**src/rtl/muldiv_unit.sv**
```systemverilog
// Iterative MULT/MULTU/DIV/DIVU unit owning the HI/LO pair.
// Divide datapath is present only when MULDIV_DIV_EN is defined.
module muldiv_unit #(
  parameter int DATA_WIDTH = 32
) (
  input  logic                  i_clk,
  input  logic                  i_rst_n,
  input  logic                  i_start,
  input  logic [1:0]            i_op,
  input  logic [DATA_WIDTH-1:0] i_data_a,
  input  logic [DATA_WIDTH-1:0] i_data_b,
  input  logic                  i_mthi,
  input  logic                  i_mtlo,
  input  logic [DATA_WIDTH-1:0] i_din,
  output logic [DATA_WIDTH-1:0] o_hi,
  output logic [DATA_WIDTH-1:0] o_lo,
  output logic                  o_busy,
  output logic                  o_done
);

  localparam int W  = DATA_WIDTH;
  localparam int CW = $clog2(W);
  localparam logic [CW-1:0] LAST = CW'(W - 1);

  typedef enum logic [1:0] {
    IDLE,
    CALC,
    FIX
  } state_t;

  state_t          state;
  logic [CW-1:0]   cnt;
  logic [2*W-1:0]  acc;
  logic [W-1:0]    opnd;
  logic            neg_res;

  logic            sa;
  logic            sb;
  logic [W-1:0]    mag_a;
  logic [W-1:0]    mag_b;
  logic            start_ok;

  logic [W:0]      mul_sum;
  logic [2*W-1:0]  mul_next;
  logic [2*W-1:0]  prod;
  logic [2*W-1:0]  step_next;
  logic [W-1:0]    fix_hi;
  logic [W-1:0]    fix_lo;

  assign sa    = ~i_op[0] & i_data_a[W-1];
  assign sb    = ~i_op[0] & i_data_b[W-1];
  assign mag_a = sa ? -i_data_a : i_data_a;
  assign mag_b = sb ? -i_data_b : i_data_b;

  // acc = {partial product, remaining multiplier bits}
  assign mul_sum  = {1'b0, acc[2*W-1:W]}
                  + (acc[0] ? {1'b0, opnd} : '0);
  assign mul_next = {mul_sum, acc[W-1:1]};
  assign prod     = neg_res ? -acc : acc;

`ifdef MULDIV_DIV_EN
  logic            is_div;
  logic            neg_rem;
  logic            div_zero;
  logic [W:0]      div_sh;
  logic [W:0]      div_diff;
  logic [2*W-1:0]  div_next;

  assign start_ok = i_start;

  // acc = {partial remainder, dividend/quotient bits}
  assign div_sh   = {acc[2*W-1:W], acc[W-1]};
  assign div_diff = div_sh - {1'b0, opnd};
  assign div_next = div_diff[W]
                  ? {div_sh[W-1:0], acc[W-2:0], 1'b0}
                  : {div_diff[W-1:0], acc[W-2:0], 1'b1};
`else
  assign start_ok = i_start & ~i_op[1];
`endif

  always_comb begin
    step_next = mul_next;
    fix_hi    = prod[2*W-1:W];
    fix_lo    = prod[W-1:0];
`ifdef MULDIV_DIV_EN
    if (is_div) begin
      step_next = div_next;
      // With a zero divisor the remainder is |a|, so the
      // remainder sign fix restores the original dividend.
      fix_hi = neg_rem ? -acc[2*W-1:W] : acc[2*W-1:W];
      if (div_zero)
        fix_lo = '1;
      else
        fix_lo = neg_res ? -acc[W-1:0] : acc[W-1:0];
    end
`endif
  end

  always_ff @(posedge i_clk) begin
    if (!i_rst_n) begin
      state    <= IDLE;
      cnt      <= '0;
      acc      <= '0;
      opnd     <= '0;
      neg_res  <= 1'b0;
      o_hi     <= '0;
      o_lo     <= '0;
      o_busy   <= 1'b0;
      o_done   <= 1'b0;
`ifdef MULDIV_DIV_EN
      is_div   <= 1'b0;
      neg_rem  <= 1'b0;
      div_zero <= 1'b0;
`endif
    end else begin
      o_done <= 1'b0;
      unique case (state)
        IDLE: begin
          if (start_ok) begin
            state   <= CALC;
            o_busy  <= 1'b1;
            cnt     <= '0;
            neg_res <= sa ^ sb;
`ifdef MULDIV_DIV_EN
            is_div   <= i_op[1];
            neg_rem  <= sa;
            div_zero <= (i_data_b == '0);
            if (i_op[1]) begin
              opnd <= mag_b;
              acc  <= {{W{1'b0}}, mag_a};
            end else begin
              opnd <= mag_a;
              acc  <= {{W{1'b0}}, mag_b};
            end
`else
            opnd <= mag_a;
            acc  <= {{W{1'b0}}, mag_b};
`endif
          end else if (!i_start) begin
            if (i_mthi) o_hi <= i_din;
            if (i_mtlo) o_lo <= i_din;
          end
        end
        CALC: begin
          acc <= step_next;
          cnt <= cnt + CW'(1);
          if (cnt == LAST) state <= FIX;
        end
        FIX: begin
          o_hi   <= fix_hi;
          o_lo   <= fix_lo;
          o_done <= 1'b1;
          o_busy <= 1'b0;
          state  <= IDLE;
        end
        default: state <= IDLE;
      endcase
    end
  end

endmodule

```
**config.mk**
```make
export PLATFORM = sky130hd
export DESIGN_NAME = muldiv_unit
export DESIGN_NICKNAME = d
export VERILOG_FILES = /design/src/rtl/muldiv_unit.sv
export SDC_FILE = /design/constraint.sdc
export NUM_CORES = 1
export LEC_CHECK = 0
export ABC_AREA = 1
export CAP_MARGIN = 25
export CORE_MARGIN = 10
export CORE_UTILIZATION = 45
export DETAILED_ROUTE_END_ITERATION = 8
export GPL_ROUTABILITY_DRIVEN = 0
export GPL_TIMING_DRIVEN = 1
export PLACE_DENSITY = 0.7
export SKIP_LAST_GASP = 1
export SYNTH_ARGS = -nofsm -noshare
export SYNTH_HDL_FRONTEND = slang
export SYNTH_SLANG_ARGS = --single-unit
```
**constraint.sdc**
```tcl
create_clock -name i_clk -period 2.24 [get_ports i_clk]
set_clock_uncertainty 0.05 [all_clocks]
set_input_delay 0.336 -clock i_clk [delete_from_list [all_inputs] [get_ports i_clk]]
set_output_delay 0.336 -clock i_clk [all_outputs]
set_load 0.1 [all_outputs]
```
==> results of run 1 <==
-- path summary, 6_finish.rpt --
kind / slack (ns) / start / depth (start not counted) / endpoint
max: 0.01 / acc[0]$_SDFFE_PN0P_ / 14 / acc[60]$_SDFFE_PN0P_
min: 0.43 / cnt[3]$_SDFFE_PN0P_ / 1 / cnt[3]$_SDFFE_PN0P_
max reg2reg: 0.01 / acc[0]$_SDFFE_PN0P_ / 14 / acc[60]$_SDFFE_PN0P_
min reg2reg: 0.43 / cnt[3]$_SDFFE_PN0P_ / 1 / cnt[3]$_SDFFE_PN0P_
-- logic make-up (layout without fill, tap and decap cells) --
| family | Yosys count | in the layout | synth area share, % |
|---|---|---|---|
| and+or+nand+nor | 1217 | 1217 | 39.3 |
| AOI/OAI and AO/OA | 440 | 440 | 18.3 |
| buffers and inverters | 381 | 582 | 11.4 |
| xor gates and xnor gates | 19 | 19 | 1.27 |
| DFF | 170 | 170 | 26.1 |
| adders and majority gates | 38 | 38 | 3.70 |
-- power groups by stage --
| stage | Clock, mW | Combinational (mW) | Sequential [mW] |
|---|---|---|---|
| floorplan | 0 | 1.18 | 3.94 |
| global placement | 0 | 2.53 | 3.38 |
| detailed placement | 0 | 2.56 | 3.38 |
| CTS | 3.22 | 2.58 | 3.32 |
| global route | 3.33 | 2.84 | 3.34 |
| finish | 3.20 | 2.63 | 3.33 |
-- state kept, by name, indices dropped and copies added, names as in the netlist --
| name | cells |
|---|---|
| cnt | 5 |
| state | 2 |
| acc | 64 |
| o_lo | 32 |
| o_done | 1 |
| neg_res | 1 |
| o_busy | 1 |
| o_hi | 32 |
| opnd | 32 |
-- repair_timing --
item	4_1_cts	5_1_grt
gates resized for setup	1	79
endpoints found under the setup margin	8	30
buffers inserted	0	1
cloned	0	1
pin swaps	0	13
-- cell type report --
type,count,area (um2)
clock buffer,18,439
fill,2839,12400
multi-input combinational,1714,8490
inverter,303,1140
tap,384,480
sequential,170,3410
timing repair buffer,247,2210
clock inverter,14,184
-- layout by cell type (no fill, tap or decap), types with 18 or more instances in the layout --
cell type / count
nand2_1: 569
nor2_1: 303
inv_1: 293
nand3_1: 241
a21oi_1: 172
dfxtp_1: 168
o21ai_0: 158
buf_4: 137
clkdlybuf4s50_1: 101
o22ai_1: 23
ha_1: 20
nand2_2: 18
clkbuf_16: 18
-- metal layers --
metal  vias up  part of all wire (%)  routed length (um)  track usage [%]
met2       863                    42               20900             39.0
met1      7170                    44               21500             35.6
met5         -                     0                   0                0
li1       7707                     -                   -                -
met4         0                   3.5                1740             9.48
met3       132                    10                5110             5.96
==> flow_summary.json, run 1 <==
{
  "synth_edf_count": 0,
  "start_kind": "register",
  "pwr-share-seq_pct": 36.3,
  "yosysUniqueCellTypes": 45,
  "yosys-top-cells-count": "583 x nand2_1, 315 x nor2_1, 294 x inv_1",
  "cts_tree": "yes",
  "ys_warn_count": 0,
  "clkLatencyLatePin_ns": 0.45,
  "drt_iter0_drc": 1938,
  "post-dp-hpwl_um": 38700,
  "overflow": 0,
  "timing.fmax_mhz": 449,
  "drc": 0,
  "ios": 169,
  "slew_viol_final": 0,
  "start_util_pct": 45.5,
  "final_nets": 2594,
  "clock_path_buffers": 2,
  "cp_slowest_cell": "dfxtp_4",
  "coreArea_mm2": 0.0287,
  "grt_max_degree": 90,
  "drv_cap": 0,
  "diodes": 0,
  "final_cell_area_mm2": 0.0163,
  "path_cells": "nand2_1, inv_1, ha_1, a21oi_1, o21ai_1, nand2_1, nand2_1, nand2_1, nand2_1, buf_4, nand2_1, nand3_1, nand3_1, nand2_1",
  "critPathMaxFanout": 6,
  "seq_area_frac_synth_pct": 26.1,
  "crit_path_end_kind": "register",
  "internal_power_mw": 5.80,
  "setup_ws_ns": 0.0130,
  "setup-violations-final": 0,
  "firstDrtPassIters": 7,
  "post_drt_wl_per_cell_um": 17.3,
  "p_sw_mw": 3.36,
  "rows": 62,
  "syn_area_mm2": 0.0131,
  "drive_gt1_share_pct": 11.8,
  "cts_made_buffers": 17,
  "syn_to_final_growth_pct": 25.2,
  "fin_util_pct": 57.0,
  "ir_worst_vdd_v": 0.000539,
  "synth_cells": 2265,
  "die_h_um": 190,
  "cp.arrival_ns": 2.53,
  "worstMarginPinSlew_ns": 0.698,
  "vias": 15900,
  "postSynthAreaPerCell_um2": 5.76,
  "fin_setup_tns_ns": 0,
  "ys_ff_latch": 170,
  "crit_family": "simple AND/OR/NAND/NOR gates",
  "portBuffers": 168,
  "routed_wl_um": 49300,
  "cts-root-buf": "clkbuf_16",
  "worstSetupPathType": "register to register",
  "avgViaCountPerCell": 5.57,
  "track_usage_pct": 26.0,
  "clock_sinks": 170,
  "crit_top_cell": "nand2_1",
  "cp_data_required_time_ns": 2.54,
  "syn-num-nets": 2406,
  "cp_num_buf_inv": 2,
  "p_comb_share_pct": 28.7,
  "period_minus_slack_ns": 2.23,
  "clkSlewWorstSetupHoldPaths_ns": 0.07,
  "worstHoldPathType": "register to register",
  "synth_ff_type": "dfxtp_1",
  "grt_pass1_wl_um": 76900,
  "switching_share_pct": 36.7,
  "slowest_delay_ns": 0.38,
  "layout.cells.non_filler": 2850,
  "power.share.clock_pct": 35.0,
  "grt_pass1_vias": 14600,
  "powerDensity_mw_per_mm2": 560,
  "p_leak_nw": 7.94,
  "synthTopCellsByArea": "dfxtp_1 26%, nand2_1 17%, nand3_1 9.4%, nor2_1 9.1%, inv_1 8.5%",
  "die_area_mm2": 0.0362,
  "die_x_um": 190,
  "place_ws_ns": -0.0589,
  "rsz0062_at_grt": "true",
  "antenna_found_initial": 0,
  "dp_cells": 2816,
  "cts.htree.levels": 4,
  "synth_area_leader_cell": "dfxtp_1",
  "holdBufCountCts": 0,
  "hold_viol_final": 0,
  "post-synth-top-count-cell": "nand2_1",
  "whs_ns": 0.427,
  "total_power_mw": 9.16,
  "post-route-period-util_pct": 99.4,
  "place_area_mm2": 0.0154,
  "status": "finished, final reports clean",
  "synth_top_cell_area_share_pct": 26.1,
  "async_reset_ff_share_pct": 0,
  "relSlewSlack_pct": 53.5,
  "antenna_left": 0
}
Note: power is estimated with default switching activity, not from simulation.
==> run 2, diff against run 1 <==
- CTS_CLUSTER_SIZE: default -> 24
==> results of run 2 <==
The final DEF is identical to that of run 1; final timing and power are the same.
